`src/rtl/wb_arbiter_pkg.sv`:
```
// -----------------------------------------------------------------------------
// wb_arbiter_pkg
// Shared types and constants for the writeback arbiter and its consumers.
//   fu_wb_t       : completion packet carried from an FU to the ROB writeback
//   WB_ARB_MAX_FU : largest supported number of FU result ports
//   sat_add32     : saturating 32-bit add used by the optional stat counters
// -----------------------------------------------------------------------------
package wb_arbiter_pkg;

  localparam int WB_ARB_MAX_FU = 8;
  localparam int EPOCH_W       = 2;
  localparam int ROB_IDX_W     = 6;
  localparam int RESULT_W      = 32;

  typedef struct packed {
    logic [EPOCH_W-1:0]   epoch;
    logic [ROB_IDX_W-1:0] rob_idx;
    logic                 exc;
    logic [RESULT_W-1:0]  result;
  } fu_wb_t;

  // Sticks at all-ones instead of wrapping.
  function automatic logic [31:0] sat_add32(input logic [31:0] a, input logic [3:0] inc);
    logic [32:0] sum;
    sum = {1'b0, a} + {29'b0, inc};
    return sum[32] ? 32'hFFFF_FFFF : sum[31:0];
  endfunction

endpackage

```
`src/rtl/wb_arbiter_rr.sv`:
```
// -----------------------------------------------------------------------------
// rr_arbiter
// Purely combinational round-robin picker. The request at index ptr has the
// highest priority, then ptr+1, ... wrapping modulo N (also for N that is not
// a power of two). The pointer register lives in the parent.
//   req       in  N   request vector
//   ptr       in  W   highest-priority index (must be < N)
//   grant     out N   one-hot grant, zero when no request
//   grant_idx out W   index of the granted request (0 when none)
//   grant_any out 1   any request granted
// -----------------------------------------------------------------------------
module rr_arbiter #(
  parameter int N = 4,
  parameter int W = $clog2(N)
) (
  input  logic [N-1:0] req,
  input  logic [W-1:0] ptr,
  output logic [N-1:0] grant,
  output logic [W-1:0] grant_idx,
  output logic         grant_any
);

  function automatic logic [W-1:0] slot(input logic [W-1:0] p, input int k);
    int s;
    s = (int'(p) + k) % N;
    return W'(s);
  endfunction

  always_comb begin
    grant     = '0;
    grant_idx = '0;
    grant_any = 1'b0;
    for (int k = 0; k < N; k++) begin
      if (!grant_any && req[slot(ptr, k)]) begin
        grant[slot(ptr, k)] = 1'b1;
        grant_idx           = slot(ptr, k);
        grant_any           = 1'b1;
      end
    end
  end

endmodule

```
`src/rtl/wb_arbiter.sv`:
```
// -----------------------------------------------------------------------------
// wb_arbiter
// Serialises completion packets from N_FU functional units onto the single
// ROB writeback channel through a one-entry registered output stage, with
// round-robin arbitration. Packets from a stale epoch are consumed and dropped
// without arbitrating; flush empties the output stage.
//
// Optional feature: define WB_ARB_STATS_EN to add saturating stat counters.
//
// Ports
//   clk            in   clock, rising edge
//   rst_n          in   asynchronous active-low reset
//   fu_valid       in   N_FU  per-FU packet valid
//   fu_ready       out  N_FU  per-FU accept (combinational)
//   fu_pkt         in   N_FU x fu_wb_t  per-FU packet
//   wb_valid       out  writeback valid (suppressed while held packet is stale)
//   wb_ready       in   ROB ready
//   wb_pkt         out  registered writeback packet
//   flush_valid    in   pipeline flush
//   global_epoch   in   current epoch from the ROB
//   stat_grant_cnt out  N_FU x 32 accepted packets per FU   (WB_ARB_STATS_EN)
//   stat_stall_cnt out  32 cycles with wb_valid & ~wb_ready (WB_ARB_STATS_EN)
//   stat_drop_cnt  out  32 stale packets discarded          (WB_ARB_STATS_EN)
// -----------------------------------------------------------------------------
module wb_arbiter
  import wb_arbiter_pkg::*;
#(
  parameter int N_FU = 4,
  parameter int FU_W = $clog2(N_FU)
) (
  input  logic                 clk,
  input  logic                 rst_n,
  input  logic [N_FU-1:0]      fu_valid,
  output logic [N_FU-1:0]      fu_ready,
  input  fu_wb_t [N_FU-1:0]    fu_pkt,
  output logic                 wb_valid,
  input  logic                 wb_ready,
  output fu_wb_t               wb_pkt,
  input  logic                 flush_valid,
  input  logic [EPOCH_W-1:0]   global_epoch
`ifdef WB_ARB_STATS_EN
  ,
  output logic [N_FU-1:0][31:0] stat_grant_cnt,
  output logic [31:0]           stat_stall_cnt,
  output logic [31:0]           stat_drop_cnt
`endif
);

  logic              out_valid_q, out_valid_d;
  fu_wb_t            out_pkt_q,   out_pkt_d;
  logic [FU_W-1:0]   rr_ptr_q,    rr_ptr_d;

  logic [N_FU-1:0]   stale;
  logic [N_FU-1:0]   req;
  logic [N_FU-1:0]   grant;
  logic [FU_W-1:0]   grant_idx;
  logic              grant_any;
  logic              out_stale;
  logic              load;
  logic              accept;

  always_comb begin
    stale = '0;
    req   = '0;
    for (int i = 0; i < N_FU; i++) begin
      stale[i] = fu_valid[i] & (fu_pkt[i].epoch != global_epoch);
      req[i]   = fu_valid[i] & (fu_pkt[i].epoch == global_epoch);
    end
  end

  rr_arbiter #(
    .N (N_FU),
    .W (FU_W)
  ) u_rr (
    .req       (req),
    .ptr       (rr_ptr_q),
    .grant     (grant),
    .grant_idx (grant_idx),
    .grant_any (grant_any)
  );

  // A held packet whose epoch has gone stale is never presented, so it must
  // not block the stage: it is overwritten or retired on the next edge.
  assign out_stale = out_valid_q & (out_pkt_q.epoch != global_epoch);
  assign wb_valid  = out_valid_q & ~out_stale;
  assign wb_pkt    = out_pkt_q;
  assign load      = ~out_valid_q | wb_ready | out_stale;
  assign accept    = load & grant_any & ~flush_valid;

  // Stale packets are drained regardless of the output stage. rst_n gating
  // keeps every FU from handshaking while the block is held in reset.
  assign fu_ready = {N_FU{rst_n & ~flush_valid}} & (stale | (grant & {N_FU{load}}));

  always_comb begin
    out_valid_d = out_valid_q;
    out_pkt_d   = out_pkt_q;
    rr_ptr_d    = rr_ptr_q;
    if (flush_valid) begin
      out_valid_d = 1'b0;
    end else if (load) begin
      if (accept) begin
        out_valid_d = 1'b1;
        out_pkt_d   = fu_pkt[grant_idx];
        rr_ptr_d    = (grant_idx == FU_W'(N_FU - 1)) ? '0 : grant_idx + FU_W'(1);
      end else begin
        out_valid_d = 1'b0;
      end
    end
  end

  always_ff @(posedge clk or negedge rst_n) begin
    if (!rst_n) begin
      out_valid_q <= 1'b0;
      out_pkt_q   <= '0;
      rr_ptr_q    <= '0;
    end else begin
      out_valid_q <= out_valid_d;
      out_pkt_q   <= out_pkt_d;
      rr_ptr_q    <= rr_ptr_d;
    end
  end

`ifdef WB_ARB_STATS_EN
  logic [N_FU-1:0]       take_vec;
  logic [N_FU-1:0]       drop_vec;
  logic [3:0]            drop_num;
  logic [N_FU-1:0][31:0] grant_cnt_q;
  logic [31:0]           stall_cnt_q;
  logic [31:0]           drop_cnt_q;

  assign take_vec = fu_ready & req;
  assign drop_vec = fu_ready & stale;

  // Several FUs can drop a stale packet in the same cycle.
  always_comb begin
    drop_num = '0;
    for (int i = 0; i < N_FU; i++) begin
      drop_num = drop_num + {3'b0, drop_vec[i]};
    end
  end

  always_ff @(posedge clk or negedge rst_n) begin
    if (!rst_n) begin
      grant_cnt_q <= '0;
      stall_cnt_q <= '0;
      drop_cnt_q  <= '0;
    end else begin
      for (int i = 0; i < N_FU; i++) begin
        if (take_vec[i]) begin
          grant_cnt_q[i] <= sat_add32(grant_cnt_q[i], 4'd1);
        end
      end
      if (wb_valid & ~wb_ready) begin
        stall_cnt_q <= sat_add32(stall_cnt_q, 4'd1);
      end
      drop_cnt_q <= sat_add32(drop_cnt_q, drop_num);
    end
  end

  assign stat_grant_cnt = grant_cnt_q;
  assign stat_stall_cnt = stall_cnt_q;
  assign stat_drop_cnt  = drop_cnt_q;
`endif

endmodule

```
`config.mk`:
```
export PLATFORM = sky130hd
export DESIGN_NAME = wb_arbiter
export DESIGN_NICKNAME = d
export VERILOG_FILES = /design/src/rtl/wb_arbiter_pkg.sv /design/src/rtl/wb_arbiter_rr.sv /design/src/rtl/wb_arbiter.sv
export SDC_FILE = /design/constraint.sdc
export NUM_CORES = 1
export LEC_CHECK = 0
export CAP_MARGIN = 15
export CORE_MARGIN = 1.5
export CORE_UTILIZATION = 40
export DETAILED_ROUTE_END_ITERATION = 8
export PLACE_DENSITY = 0.87
export SLEW_MARGIN = 20
export SYNTH_ARGS = -nofsm -noshare
export SYNTH_HDL_FRONTEND = slang
export SYNTH_HIERARCHICAL = 1
export SYNTH_SLANG_ARGS = --single-unit
export TNS_END_PERCENT = 20
```
`constraint.sdc`:
```
create_clock -name clk -period 6.25 [get_ports clk]
set_input_delay 1.5625 -clock clk [delete_from_list [all_inputs] [get_ports clk]]
set_output_delay 1.5625 -clock clk [all_outputs]
set_load 0.02 [all_outputs]
```
==> flow_metrics.py <==
metrics = {
    "run_status": {
        "outcome": "finished clean",
    },
    "critical_path": {
        "rrSetupSlack_ps": 2510,
        "crit_path_end_kind": "primary output",
        "startpoint_class_of_the_critical_path": "primary input",
        "cp_max_fo": 5,
        "timing.reg2reg.worst_path_depth": 9,
        "cp.required_ps": 4690,
        "cp_data_arrival_time_ps": 4490,
        "critical_path.cell_chain": "clkdlybuf4s50_1, xor2_1, nor3b_1, mux4_1, nor4b_4, a22oi_1, o21ai_0, o31ai_1, a21oi_1, clkdlybuf4s50_1",
        "critical_path.slowest_cell": "sky130_fd_sc_hd__mux4_1",
        "reg_to_reg_startpoint": "rr_ptr_q[0]$_DFFE_PN0P_",
        "timing.critical_path.to": "fu_ready[3]",
        "rr_endpoint": "wb_pkt[33]$_DFFE_PN0P_",
        "critPathMaxStageDelay_ps": 620,
        "cp-startpoint": "fu_pkt[39]",
        "criticalPathCategory": "in -> out",
        "crit_top_cell": "sky130_fd_sc_hd__clkdlybuf4s50_1",
    },
    "cells_and_area": {
        "area_growth_syn_to_layout_pct": 68.3,
        "num-nets-final": 619,
        "drive_gt1_share_pct": 25.1,
        "final_cell_mix": "sky130_fd_sc_hd__clkdlybuf4s50_1, sky130_fd_sc_hd__dfrtp_1, sky130_fd_sc_hd__mux4_2, sky130_fd_sc_hd__mux2_4, sky130_fd_sc_hd__o21ai_0",
        "number_of_inserted_diodes": 0,
        "final_cell_area_um2": 5820,
        "mostFrequentLayoutCell": "sky130_fd_sc_hd__clkdlybuf4s50_1",
        "post_layout_utilization_of_the_core_pct": 70.1,
        "final-instance-count-excl-fill": 544,
    },
    "yosys": {
        "syn-instance-count": 225,
        "syn-mean-instance-area_um2": 15.4,
        "yosys_warnings": 6,
        "syn_nets": 405,
        "synth-edff-count": 0,
        "ys_seq_elements": 44,
        "ys_async_sr_fraction_pct": 100,
        "synth_seq_area_share_pct": 31.9,
        "netlist_area_um2": 3460,
        "yosys.cell_types.count": 31,
        "synth_top_flop_cell": "sky130_fd_sc_hd__dfrtp_1",
    },
    "sta": {
        "setup_total_negative_slack_ps": 0,
        "report.final.setup_viol": 0,
        "finalWorstSetupSlack_ps": 193,
        "timing_worst_slew_pin_value_ps": 775,
        "period_minus_slack_ps": 6060,
        "final.hold.worst_slack_ps": 494,
        "finalMaxSlewViolations": 0,
        "max_freq_mhz": 165,
        "max-slew-margin-rel_pct": 48.3,
        "rsz_0062_raised_after_global_routing": "false",
        "hold_violations_final": 0,
        "min_period_over_period_pct": 96.9,
        "worst_clock_skew_ps": 5.20,
    },
    "global_routing": {
        "grt_first_pass_wirelength_um": 14800,
        "global_route.overflow_total": 0,
        "via_count_of_the_first_global_routing_pass": 3023,
        "antenna_found_initial": 0,
        "maximum_number_of_pins_on_one_net_before_global_route_repair": 45,
        "globalRouteTotalUtil_pct": 21.5,
    },
    "floorplan": {
        "fp.coreArea_um2": 8300,
        "rows": 33,
        "initial_core_util_pct": 41.6,
        "die-width_um": 96.0,
        "die-height_um": 96.0,
        "floorplan.io_pins": 220,
        "floorplan.die_area_um2": 9210,
    },
    "hold_path": {
        "min-delay-path-class": "reg -> reg",
    },
    "clock_network": {
        "cts_tree": "yes",
        "cts_num_sinks": 44,
        "cts_hold_repair.buffers": 0,
        "clock_tree.buffer_depth": 2,
        "cts_root_buffer": "sky130_fd_sc_hd__clkbuf_8",
        "cts_inserted_buffers": 5,
        "clk_transition_reported_paths_ps": 80,
        "worstSkewPairLatency_ps": 290,
        "ctsHtreeMaxLevel": 2,
    },
    "placed_design": {
        "gpl.final_weighted_congestion": 0.836,
        "portBuffers": 219,
        "placedInstanceArea_um2": 5710,
        "place_worst_setup_slack_ps": -58.5,
        "post-dp-hpwl_um": 8400,
        "place_inst": 535,
    },
    "drt": {
        "drc": 0,
        "finalWirelength_um": 10300,
        "drtAntennaViolNets": 0,
        "dr.first_iter.drc_count": 91,
        "count_of_tritonroute_iterations_in_the_first_routing_pass": 4,
        "vias": 2949,
        "drt-vias-per-instance": 5.42,
        "wl_per_cell_um": 19.0,
    },
    "job": {
        "cap_viol_max_count": 0,
    },
    "power": {
        "p_leak_nw": 2.28,
        "power_density_nw_per_um2": 420,
        "power.total_mw": 2.44,
        "max-vdd-ir-drop_mv": 0.195,
    },
}
[sequential cells by signal (all words and copies together) (netlist names)]
name	flops
rr_ptr_q	2
out_valid_q	1
wb_pkt	41
[logic make-up after synthesis]
kind of cell / Yosys count / synth area share (%)
adders and majority gates: 6 / 2.17
AOI/OAI and AO/OA: 32 / 6.12
and+or+nand+nor: 17 / 3.40
buffers and inverters: 25 / 4.63
muxes: 91 / 48.8
DFF: 44 / 31.9
xor gates and xnor gates: 10 / 2.97
[worst max-delay path, delay by kind of cell]
kind,cells,cell delay [ps]
buffers and inverters,2,1120
multiplexers,1,620
AND/OR/NAND/NOR,2,500
AO/OA/AOI/OAI,4,460
XOR/XNOR,1,230
[worst min path at each step]
stage | startpoint | end | depth (start not counted) | slack, ps
3_3_place_gp | wb_pkt[34]$_DFFE_PN0P_ | wb_pkt[34]$_DFFE_PN0P_ | 1 | 470
6_report | wb_pkt[35]$_DFFE_PN0P_ | wb_pkt[35]$_DFFE_PN0P_ | 1 | 490
3_5_place_dp | wb_pkt[35]$_DFFE_PN0P_ | wb_pkt[35]$_DFFE_PN0P_ | 1 | 480
2_1_floorplan | rr_ptr_q[0]$_DFFE_PN0P_ | rr_ptr_q[0]$_DFFE_PN0P_ | 1 | 560
4_1_cts | wb_pkt[35]$_DFFE_PN0P_ | wb_pkt[35]$_DFFE_PN0P_ | 1 | 500
5_1_grt | wb_pkt[35]$_DFFE_PN0P_ | wb_pkt[35]$_DFFE_PN0P_ | 1 | 530
[layout make-up]
class,instances,area (um2)
multi-input cells,156,2220
repair buffers,227,2260
clock buffers,5,68.8
flip-flops and latches,44,1100
well taps,105,131
inverters,5,18.8
clock inverters,2,12.5
fillers,574,2480
[synthesized netlist by cell type (2+ instances only)]
master                     number  area [um2]
sky130_fd_sc_hd__o31ai_1        5        37.5
sky130_fd_sc_hd__o21ai_0        9        45.0
sky130_fd_sc_hd__mux2_4        40         601
sky130_fd_sc_hd__a21oi_1        5        25.0
sky130_fd_sc_hd__a22oi_1        8        60.1
sky130_fd_sc_hd__mux4_1         2        52.6
sky130_fd_sc_hd__mux2_1         3        33.8
sky130_fd_sc_hd__mux2_2         2        22.5
sky130_fd_sc_hd__xor2_2         2        32.5
sky130_fd_sc_hd__clkbuf_1       7        26.3
sky130_fd_sc_hd__nand2_1        2        7.51
sky130_fd_sc_hd__nor2_1         3        11.3
sky130_fd_sc_hd__buf_6          8        90.1
sky130_fd_sc_hd__xor2_1         8        70.1
sky130_fd_sc_hd__inv_1          5        18.8
sky130_fd_sc_hd__mux4_2        43         968
sky130_fd_sc_hd__nor3b_1        5        37.5
sky130_fd_sc_hd__nor3_1         2        10.0
sky130_fd_sc_hd__ha_1           6        75.1
sky130_fd_sc_hd__buf_2          5        25.0
sky130_fd_sc_hd__dfrtp_1       44        1100
sky130_fd_sc_hd__nand2b_1       2        12.5
[power breakdown]
group	internal, mW	total (mW)	switching (mW)	leakage (nW)
clock	0.0758	0.170	0.0947	0.0400
combinational	1.01	1.73	0.722	1.73
sequential	0.435	0.540	0.105	0.518
total	1.52	2.44	0.921	2.28
[routing by layer]
| metal | track usage, % | wire (um) | share of wire (%) |
|---|---|---|---|
| met1 | 23.2 | 3500 | 34 |
| met2 | 40.8 | 5500 | 53 |
| met3 | 6.24 | 1220 | 12 |
| met4 | 4.90 | 110 | 1.1 |
| met5 | 0 | 0 | 0 |
[timing repair]
action / in CTS / in global routing
endpoints found under the setup margin: 1 / 2
resized for setup: 4 / 2
setup buffers: 0 / 2
pin swaps: 0 / 1
No activity file was read; power rests on OpenSTA's default activity.
